### config.mk
export PLATFORM = sky130hd
export DESIGN_NAME = usb_rx_pkt_ctrl_flat
export DESIGN_NICKNAME = d
export VERILOG_FILES = /design/src/rtl/usb_rx_pkt_ctrl_if.sv /design/src/rtl/usb_rx_pkt_ctrl.sv /design/src/flat_wrapper.sv
export SDC_FILE = /design/constraint.sdc
export NUM_CORES = 1
export LEC_CHECK = 0
export ABC_AREA = 1
export CAP_MARGIN = 20
export CORE_MARGIN = 3
export CORE_UTILIZATION = 50
export CTS_CLUSTER_SIZE = 8
export DETAILED_ROUTE_END_ITERATION = 10
export GPL_TIMING_DRIVEN = 1
export HOLD_SLACK_MARGIN = 0.05
export PLACE_DENSITY = 0.79
export SLEW_MARGIN = 20
export SYNTH_ARGS = -nofsm -noshare
export SYNTH_HDL_FRONTEND = slang
export SYNTH_SLANG_ARGS = --single-unit
### constraint.sdc
create_clock -name clk -period 4.19 [get_ports clk]
set_clock_uncertainty 0.15 [all_clocks]
set_input_delay 0.419 -clock clk [delete_from_list [all_inputs] [get_ports clk]]
set_output_delay 0.419 -clock clk [all_outputs]
set_load 0.01 [all_outputs]
### src/rtl/usb_rx_pkt_ctrl_if.sv
// Handshake/bus bundle between the USB RX front end, the packet controller and the FIFO/CRC side.
// slave = controller view, master = front-end/testbench view.
interface usb_rx_pkt_ctrl_if #(
   parameter int CNT_W = 7
);
   logic             d_edge;
   logic             byte_received;
   logic [7:0]       rx_byte;
   logic             eop;
   logic             crc5_ok;
   logic             crc16_ok;
   logic             receiving;
   logic             wr_en;
   logic [7:0]       wr_data;
   logic [3:0]       pid;
   logic             pid_valid;
   logic             crc_sel;
   logic             crc_clear;
   logic [CNT_W-1:0] byte_count;
   logic             pkt_done;
   logic             rcv_error;
   logic [2:0]       err_code;

   modport slave (
      input  d_edge, byte_received, rx_byte, eop, crc5_ok, crc16_ok,
      output receiving, wr_en, wr_data, pid, pid_valid, crc_sel, crc_clear,
             byte_count, pkt_done, rcv_error, err_code
   );

   modport master (
      output d_edge, byte_received, rx_byte, eop, crc5_ok, crc16_ok,
      input  receiving, wr_en, wr_data, pid, pid_valid, crc_sel, crc_clear,
             byte_count, pkt_done, rcv_error, err_code
   );
endinterface

### src/rtl/usb_rx_pkt_ctrl.sv
// USB receive packet controller: SYNC/PID checking, CRC selection, byte counting, coded errors.
// Optional inactivity timeout enabled by defining RX_TIMEOUT_EN.
module usb_rx_pkt_ctrl #(
   parameter int         MAX_BYTES   = 66,
   parameter logic [7:0] SYNC_BYTE   = 8'h80,
   parameter int         CNT_W       = 7,
   parameter int         TIMEOUT_CYC = 96
) (
   input logic               clk,
   input logic               rst,
   usb_rx_pkt_ctrl_if.slave  bus
);
   typedef enum logic [3:0] {
      S_IDLE, S_SYNC_WAIT, S_SYNC_CHK, S_PID_WAIT, S_PID_CHK,
      S_DATA_WAIT, S_DATA_WR, S_CRC_CHK, S_ERROR
   } state_t;

   localparam logic [CNT_W-1:0] MAX_CNT = CNT_W'(MAX_BYTES);
   localparam logic [CNT_W-1:0] TWO_CNT = CNT_W'(2);

   state_t           r_state, w_next;
   logic [2:0]       w_err;
   logic [7:0]       r_byte;
   logic             r_eop_cap;
   logic             r_wr_en, r_pid_valid, r_crc_sel, r_crc_clear, r_pkt_done, r_rcv_error;
   logic [7:0]       r_wr_data;
   logic [3:0]       r_pid;
   logic [CNT_W-1:0] r_byte_count;
   logic [2:0]       r_err_code;
   logic             w_wait_st, w_full, w_pid_ok, w_tmo;

   assign w_wait_st = (r_state == S_SYNC_WAIT) || (r_state == S_PID_WAIT) ||
                      (r_state == S_DATA_WAIT);
   assign w_full    = (r_byte_count == MAX_CNT);
   assign w_pid_ok  = (r_byte[7:4] == ~r_byte[3:0]);

`ifdef RX_TIMEOUT_EN
   localparam int TMO_W = $clog2(TIMEOUT_CYC + 1);
   logic [TMO_W-1:0] r_tmo;
   logic             w_tmo_run;

   assign w_tmo_run = w_wait_st || (r_state == S_ERROR);
   assign w_tmo     = w_tmo_run && (r_tmo == TMO_W'(TIMEOUT_CYC - 1));

   // Counter restarts on any state change and on every received byte.
   always_ff @(posedge clk or posedge rst) begin
      if (rst)
         r_tmo <= '0;
      else if (!w_tmo_run || (w_next != r_state) || bus.byte_received)
         r_tmo <= '0;
      else
         r_tmo <= r_tmo + TMO_W'(1);
   end
`else
   assign w_tmo = 1'b0;
`endif

   always_comb begin
      w_next = r_state;
      w_err  = 3'd0;
      case (r_state)
         S_IDLE:      if (bus.d_edge) w_next = S_SYNC_WAIT;
         S_SYNC_WAIT: begin
            if (bus.byte_received) w_next = S_SYNC_CHK;
            else if (bus.eop)      begin w_next = S_ERROR; w_err = 3'd3; end
            else if (w_tmo)        begin w_next = S_ERROR; w_err = 3'd6; end
         end
         S_SYNC_CHK:  begin
            if (r_byte == SYNC_BYTE) w_next = S_PID_WAIT;
            else                     begin w_next = S_ERROR; w_err = 3'd1; end
         end
         S_PID_WAIT:  begin
            if (bus.byte_received) w_next = S_PID_CHK;
            else if (bus.eop)      begin w_next = S_ERROR; w_err = 3'd3; end
            else if (w_tmo)        begin w_next = S_ERROR; w_err = 3'd6; end
         end
         S_PID_CHK:   begin
            if (w_pid_ok) w_next = S_DATA_WAIT;
            else          begin w_next = S_ERROR; w_err = 3'd2; end
         end
         S_DATA_WAIT: begin
            if (bus.byte_received) w_next = S_DATA_WR;
            else if (bus.eop)      w_next = S_CRC_CHK;
            else if (w_tmo)        begin w_next = S_ERROR; w_err = 3'd6; end
         end
         S_DATA_WR:   begin
            if (w_full)                      begin w_next = S_ERROR; w_err = 3'd4; end
            else if (bus.eop || r_eop_cap)   w_next = S_CRC_CHK;
            else                             w_next = S_DATA_WAIT;
         end
         S_CRC_CHK:   begin
            case (r_pid[1:0])
               2'b01: begin
                  if (r_byte_count != TWO_CNT) w_err = 3'd7;
                  else if (!bus.crc5_ok)       w_err = 3'd5;
               end
               2'b11: begin
                  if (r_byte_count < TWO_CNT)  w_err = 3'd7;
                  else if (!bus.crc16_ok)      w_err = 3'd5;
               end
               default: if (r_byte_count != '0) w_err = 3'd7;
            endcase
            w_next = (w_err == 3'd0) ? S_IDLE : S_ERROR;
         end
         S_ERROR:     if (bus.eop || r_eop_cap || w_tmo) w_next = S_IDLE;
         default:     w_next = S_IDLE;
      endcase
   end

   // eop seen while waiting is remembered so a 1-cycle eop still closes the packet.
   always_ff @(posedge clk or posedge rst) begin
      if (rst) begin
         r_state      <= S_IDLE;
         r_byte       <= '0;
         r_eop_cap    <= 1'b0;
         r_wr_en      <= 1'b0;
         r_wr_data    <= '0;
         r_pid        <= '0;
         r_pid_valid  <= 1'b0;
         r_crc_sel    <= 1'b0;
         r_crc_clear  <= 1'b0;
         r_byte_count <= '0;
         r_pkt_done   <= 1'b0;
         r_rcv_error  <= 1'b0;
         r_err_code   <= '0;
      end else begin
         r_state     <= w_next;
         r_wr_en     <= 1'b0;
         r_pid_valid <= 1'b0;
         r_crc_clear <= 1'b0;
         r_pkt_done  <= 1'b0;
         if (w_wait_st && bus.byte_received) r_byte <= bus.rx_byte;
         if (r_state == S_IDLE)              r_eop_cap <= 1'b0;
         else if (w_wait_st && bus.eop)      r_eop_cap <= 1'b1;
         case (r_state)
            S_IDLE: if (bus.d_edge) begin
               r_rcv_error  <= 1'b0;
               r_err_code   <= '0;
               r_byte_count <= '0;
               r_pid        <= '0;
               r_crc_sel    <= 1'b0;
            end
            S_PID_CHK: if (w_pid_ok) begin
               r_pid       <= r_byte[3:0];
               r_crc_sel   <= (r_byte[1:0] == 2'b11);
               r_pid_valid <= 1'b1;
               r_crc_clear <= 1'b1;
            end
            S_DATA_WR: if (!w_full) begin
               r_wr_en      <= 1'b1;
               r_wr_data    <= r_byte;
               r_byte_count <= r_byte_count + CNT_W'(1);
            end
            S_CRC_CHK: if (w_next == S_IDLE) r_pkt_done <= 1'b1;
            default: ;
         endcase
         if ((r_state != S_ERROR) && (w_next == S_ERROR)) begin
            r_rcv_error <= 1'b1;
            r_err_code  <= w_err;
         end
      end
   end

   assign bus.receiving  = (r_state != S_IDLE);
   assign bus.wr_en      = r_wr_en;
   assign bus.wr_data    = r_wr_data;
   assign bus.pid        = r_pid;
   assign bus.pid_valid  = r_pid_valid;
   assign bus.crc_sel    = r_crc_sel;
   assign bus.crc_clear  = r_crc_clear;
   assign bus.byte_count = r_byte_count;
   assign bus.pkt_done   = r_pkt_done;
   assign bus.rcv_error  = r_rcv_error;
   assign bus.err_code   = r_err_code;
endmodule
### src/flat_wrapper.sv
// flat-port wrapper written by rule: the top's interface ports become plain ports
module usb_rx_pkt_ctrl_flat 
#(
   parameter int         MAX_BYTES   = 66,
   parameter logic [7:0] SYNC_BYTE   = 8'h80,
   parameter int         CNT_W       = 7,
   parameter int         TIMEOUT_CYC = 96
)
  (clk, rst, bus_d_edge, bus_byte_received, bus_rx_byte, bus_eop, bus_crc5_ok, bus_crc16_ok, bus_receiving, bus_wr_en, bus_wr_data, bus_pid, bus_pid_valid, bus_crc_sel, bus_crc_clear, bus_byte_count, bus_pkt_done, bus_rcv_error, bus_err_code);
  usb_rx_pkt_ctrl_if #(.CNT_W(CNT_W)) bus_i ();
  input logic clk;
  input logic rst;
  input wire logic [$bits(bus_i.d_edge)-1:0] bus_d_edge;
  input wire logic [$bits(bus_i.byte_received)-1:0] bus_byte_received;
  input wire logic [$bits(bus_i.rx_byte)-1:0] bus_rx_byte;
  input wire logic [$bits(bus_i.eop)-1:0] bus_eop;
  input wire logic [$bits(bus_i.crc5_ok)-1:0] bus_crc5_ok;
  input wire logic [$bits(bus_i.crc16_ok)-1:0] bus_crc16_ok;
  output wire logic [$bits(bus_i.receiving)-1:0] bus_receiving;
  output wire logic [$bits(bus_i.wr_en)-1:0] bus_wr_en;
  output wire logic [$bits(bus_i.wr_data)-1:0] bus_wr_data;
  output wire logic [$bits(bus_i.pid)-1:0] bus_pid;
  output wire logic [$bits(bus_i.pid_valid)-1:0] bus_pid_valid;
  output wire logic [$bits(bus_i.crc_sel)-1:0] bus_crc_sel;
  output wire logic [$bits(bus_i.crc_clear)-1:0] bus_crc_clear;
  output wire logic [$bits(bus_i.byte_count)-1:0] bus_byte_count;
  output wire logic [$bits(bus_i.pkt_done)-1:0] bus_pkt_done;
  output wire logic [$bits(bus_i.rcv_error)-1:0] bus_rcv_error;
  output wire logic [$bits(bus_i.err_code)-1:0] bus_err_code;
  assign bus_i.d_edge = bus_d_edge;
  assign bus_i.byte_received = bus_byte_received;
  assign bus_i.rx_byte = bus_rx_byte;
  assign bus_i.eop = bus_eop;
  assign bus_i.crc5_ok = bus_crc5_ok;
  assign bus_i.crc16_ok = bus_crc16_ok;
  assign bus_receiving = bus_i.receiving;
  assign bus_wr_en = bus_i.wr_en;
  assign bus_wr_data = bus_i.wr_data;
  assign bus_pid = bus_i.pid;
  assign bus_pid_valid = bus_i.pid_valid;
  assign bus_crc_sel = bus_i.crc_sel;
  assign bus_crc_clear = bus_i.crc_clear;
  assign bus_byte_count = bus_i.byte_count;
  assign bus_pkt_done = bus_i.pkt_done;
  assign bus_rcv_error = bus_i.rcv_error;
  assign bus_err_code = bus_i.err_code;
  usb_rx_pkt_ctrl #(.MAX_BYTES(MAX_BYTES), .SYNC_BYTE(SYNC_BYTE), .CNT_W(CNT_W), .TIMEOUT_CYC(TIMEOUT_CYC)) u_core (.clk(clk), .rst(rst), .bus(bus_i));
endmodule
# Word-level counts from Yosys, hierarchy flattened
# Index checks and enable logic that the tools add are counted.
op_classes:
  n_addsub: 1
  n_lt_le_gt_ge: 1
  eq_ne: 20
  muxes: 48
  bitwise_logic: 2
  reduce_logical: 21
op_table:
  columns: ["op", "n"]
  rows:
  - ["$mux W4", 13]
  - ["$pmux W4 S9", 1]
  - ["$mux W3", 11]
  - ["$eq A4 B3 Y1 const B", 4]
  - ["$pmux W3 S5", 1]
  - ["$mux W7", 2]
  - ["$pmux W7 S2", 1]
  - ["$mux W1", 13]
  - ["$reduce_bool A2 Y1", 5]
  - ["$eq A4 B2 Y1 const B", 2]
  - ["$eq A4 B4 Y1 const B", 2]
  - ["$eq A8 B8 Y1 const B", 1]
  - ["$logic_not A4 Y1", 2]
  - ["$pmux W4 S2", 1]
  - ["$add A7 B1 Y7 const B", 1]
  - ["$eq A7 B7 Y1 const B", 1]
  - ["$lt A7 B2 Y1 const B", 1]
  - ["$ne A7 B2 Y1 const B", 1]
  - ["$reduce_bool A7 Y1", 1]
  - ["$mux W2", 3]
  - ["$pmux W3 S2", 1]
  - ["$reduce_and A3 Y1", 2]
  - ["$eq A2 B2 Y1 const B", 2]
  - ["$eq A4 B1 Y1 const B", 1]
  - ["14 further kinds", 20]
word_totals:
  regBits: 40
  in_bits: 15
  output_inout_bits: 29
  wordCells: 105

# Depth between registers and ports, before layout
logic_depth:
  word_depth: 11
  depth_mapped: 14
  mapped_depth_nobuf: 14

# Least setup slack after synthesis
# No wires, ideal clock.
synth_timing:
  kind: "register to register"
  start: "register u_core.r_byte_count[0], in the netlist u_core.bus.byte_count[0]"
  end: "register u_core.r_byte_count[4], in the netlist u_core.bus.byte_count[4]"
  setup_time_ps: 119
  arrival_time_ps: 1403
  required_ps: 3921
  slack_ps: 2518
  path_stages_with_launch: 11
  path_buffers: 0
  synth_period_minus_slack_ps: 1672
  cell_sequence: "dfrtp_1 inv_1 ha_1 nand2_1 nor2_2 nor2_4 nor2_4 nor3_2 nand3_1 nand2_1 nor2_1"
synth_via:
  elab_chain_cells: 3
  elab_cells_between_ends: 6
  classes_between: "add/sub (1); eq/ne (2); mux (2); reduce/logical (1)"
synth_rtl:
  columns: ["item", "line", "rtl"]
  rows:
  - ["start, declared", "usb_rx_pkt_ctrl.sv:28", "logic [CNT_W-1:0] r_byte_count;"]
  - ["start signal, assigned", "usb_rx_pkt_ctrl.sv:152", "r_byte_count <= r_byte_count + CNT_W'(1);"]
  - ["$add A7 B1 Y7 / $eq A7 B7 Y1 (equally long branches)", "usb_rx_pkt_ctrl.sv:152, usb_rx_pkt_ctrl.sv:34", null]
  - ["$mux W7 / $ne A2 B2 Y1 (equally long branches)", null, null]
  - ["$pmux W7 S2 / $reduce_and A3 Y1 (equally long branches)", null, null]
# Several ways; a longest one is shown, not always the timed one. The select of a mux whose other input is x is not followed.
# A chain may end at the register's enable or synchronous reset.

# Worst setup path in the final report
layout_timing:
  start: "register u_core.r_state[3]"
  end: "output bus_receiving"
layout_via:
  elab_chain_cells: 1
layout_rtl:
  columns: ["item", "line", "rtl"]
  rows:
  - ["start, declared", "usb_rx_pkt_ctrl.sv:21", "state_t r_state, w_next;"]
  - ["start signal, assigned", "usb_rx_pkt_ctrl.sv:127", "r_state <= w_next;"]
  - ["$reduce_bool A4 Y1", "usb_rx_pkt_ctrl.sv:164", "assign bus.receiving = (r_state != S_IDLE);"]
  - ["end, declared", "flat_wrapper.sv:19", "output wire logic [$bits(bus_i.receiving)-1:0] bus_receiving;"]
# No other way between the ends.

==> results.sh <==
export IMPL_status="completed"
export IMPL_grt_pass1_wl_um=8190
export IMPL_remaining_drc_errors=0
export IMPL_grt_use_total_pct=20.7
export IMPL_cp_depth=3
export IMPL_synth_area_leaders="dfrtp_1 49%, nand2_1 11%, inv_1 7.6%"
export IMPL_worst_slew_pin_slew_ns=0.503
export IMPL_layout_cells_non_filler=363
export IMPL_reg2reg_depth=14
export IMPL_routedWlPerCell_um=12.9
export IMPL_p_int_w=0.000946
export IMPL_grt_antenna_before_repair=0
export IMPL_cts_reportedPaths_clkPinSlew_ns=0.07
export IMPL_max_freq_ghz=0.460
export IMPL_grt_overflow_total=0
export IMPL_synthToLayoutAreaGrowth_pct=28.9
export IMPL_dp_cells=356
export IMPL_seq_power_share_pct=38.4
export IMPL_maxSlewViolCount=0
export IMPL_grt_setup_unrepaired="no"
export IMPL_yosysWarnings=0
export IMPL_setup_viol=0
export IMPL_synthFlopType="dfrtp_1"
export IMPL_leakagePower_nw=1.33
export IMPL_slew_headroom_pct=66.5
export IMPL_p_sw_share_pct=35.5
export IMPL_routabilityCongestion=0.854
export IMPL_cp_start_kind="flop"
export IMPL_tns_ns=0
export IMPL_cts_tree="done"
export IMPL_layout_commonest_cell="nand2_1"
export IMPL_worstHoldPathType="reg -> reg"
export IMPL_combPwrFrac_pct=36.8
export IMPL_grt_start_max_net_pins=41
export IMPL_power_density_nw_per_um2=552
export IMPL_hold_violations=0
export IMPL_syn_num_nets=285
export IMPL_drtIter0Drc=122
export IMPL_cts_sinks=40
export IMPL_fp_dieH_um=70.2
export IMPL_die_w_um=70.2
export IMPL_synth_top_cell_by_area="dfrtp_1"
export IMPL_htree_levels=2
export IMPL_diodes=0
export IMPL_cp_slowest_cell="clkdlybuf4s50_1"
export IMPL_mostFrequentLayoutCells="58 x nand2_1, 43 x clkdlybuf4s50_1, 42 x inv_1"
export IMPL_dp_slack_ns=2.25
export IMPL_grt_pass1_vias=1822
export IMPL_synthesis_area_um2=2060
export IMPL_cp_num_buf_inv=1
export IMPL_cts_buffer_depth=2
export IMPL_maxCapViolCount=0
export IMPL_required_ns=3.62
export IMPL_std_cell_rows=22
export IMPL_vias=1830
export IMPL_die_area_um2=4930
export IMPL_critical_path_arrival_ns=1.61
export IMPL_yosysUniqueCellTypes=25
export IMPL_finalCriticalPeriod_ns=2.18
export IMPL_finalNetCount=333
export IMPL_layout_drive_gt1_share_pct=8.89
export IMPL_cpPeakStageDelay_ns=0.52
export IMPL_cts_setup_buffers=0
export IMPL_pwr_share_clk_pct=24.8
export IMPL_critPathTopFamily="buffers and inverters"
export IMPL_synth_seq_area_share_pct=48.5
export IMPL_antenna_left=0
export IMPL_switchingPower_w=0.000522
export IMPL_start_util_pct=53.9
export IMPL_root_buffer="clkbuf_8"
export IMPL_numCtsBuffers=5
export IMPL_period_share_pct=51.9
export IMPL_io_buffers=43
export IMPL_dr_pass1_iters=4
export IMPL_r2r_slack_ns=2.29
export IMPL_crit_chain="nor2_1 > nand2_1 > clkdlybuf4s50_1"
export IMPL_clk_latency_ns=0.29
export IMPL_fillers=322
export IMPL_boundaryPins=44
export IMPL_path_class="reg -> out"
export IMPL_end_kind="output port"
export IMPL_path_max_fanout=3
export IMPL_ctsHoldBuffers=0
export IMPL_synth_edf_count=0
export IMPL_synthArstFlopShare_pct=100
export IMPL_avgSynthCellArea_um2=7.72
export IMPL_min_path_cells=2
export IMPL_ys_ff_latch=40
export IMPL_netlist_instances=267
export IMPL_worst_slack_ns=2.01
export IMPL_core_area_um2=3830
export IMPL_dp_hpwl_um=3590
export IMPL_ir_drop_mv=0.357
export IMPL_viasPerCell=5.04
export IMPL_routed_wl_um=4700
export IMPL_synth_top_area_share_pct=48.5
export IMPL_cts_resized=0
-- logic make-up (layout without fill, tap and decap cells) --
kind of cell | after synthesis | after routing | share of synthesized area, %
fa+ha+maj | 3 | 3 | 1.82
flops | 40 | 40 | 48.5
xor+xnor | 1 | 1 | 0.425
compound gates | 32 | 32 | 8.43
buf+inv | 49 | 97 | 9.83
simple gates | 142 | 142 | 30.9
-- state kept, by name, summed over array words and instances (netlist names) --
| name | flops |
|---|---|
| u_core.bus.pid | 4 |
| u_core.bus.rcv_error | 1 |
| u_core.bus.wr_en | 1 |
| u_core.r_eop_cap | 1 |
| u_core.bus.pid_valid | 1 |
| u_core.bus.crc_sel | 1 |
| u_core.bus.pkt_done | 1 |
| u_core.bus.byte_count | 7 |
| u_core.bus.wr_data | 8 |
| u_core.bus.err_code | 3 |
| u_core.r_state | 4 |
| u_core.r_byte | 8 |
-- worst paths after layout --
kind                                           from                endpoint
setup / recovery                  u_core.r_state[3]           bus_receiving
hold / removal                     u_core.r_eop_cap        u_core.r_eop_cap
setup reg to reg           u_core.bus.byte_count[0]  u_core.bus.err_code[2]
hold reg to reg                    u_core.r_eop_cap        u_core.r_eop_cap
max in group asynchronous                       rst       u_core.r_state[3]
min in group asynchronous                       rst   u_core.bus.wr_data[1]
-- through the flow --
step | total power (W) | instance area (µm²) | utilization [%] | hold slack, ns
after floorplan | 0.000903 | 2060 | - | 0.295
after global placement | 0.00109 | 2530 | 66.1 | 0.314
after detailed placement | 0.00111 | 2530 | 66.1 | 0.313
after CTS | 0.00148 | 2660 | 69.5 | 0.330
after global routing | 0.00158 | 2660 | 69.5 | 0.357
final | 0.00147 | 2660 | 69.5 | 0.325
-- routing by layer --
layer | wire (µm) | track usage, % | up-vias
met1 | 2120 | 26.5 | 866
met4 | 41 | 7.66 | 0
met2 | 2350 | 35.0 | 39
li1 | - | - | 923
met5 | 0 | 0 | -
met3 | 186 | 3.60 | 2
-- final cells by class --
type / count / area, µm² / area share (%)
Sequential cell: 40 / 1000 / 37.6
Inverter: 46 / 173 / 6.49
Timing Repair Buffer: 44 / 438 / 16.5
Multi-Input combinational cell: 178 / 858 / 32.3
Tap cell: 48 / 60.1 / 2.26
Clock inverter: 2 / 60.1 / 2.26
Clock buffer: 5 / 68.8 / 2.59
-- power by group through the flow --
| stage | registers, W | logic (W) | clock network [W] |
|---|---|---|---|
| CTS | 0.000563 | 0.000546 | 0.000371 |
| detailed placement | 0.000570 | 0.000540 | 0 |
| finish | 0.000564 | 0.000541 | 0.000364 |
| global route | 0.000577 | 0.000617 | 0.000386 |
| floorplan | 0.000577 | 0.000325 | 0 |
| global placement | 0.000568 | 0.000526 | 0 |
-- Yosys cell counts, types with 3 or more instances --
master,instances
nor3_1,5
nor2_4,3
inv_2,4
dfrtp_1,40
nor2_1,41
ha_1,3
nor2_2,4
o21ai_0,15
nand2_2,5
a21oi_1,12
inv_1,42
nand2_1,58
nand3_1,20
-- tightest hold or removal path: stages (launching register included) --
cell and delay (ns):
dfrtp_1 0.34, a21oi_1 0.06, inv_1 0.04
Note: power is estimated with default switching activity, not from simulation.
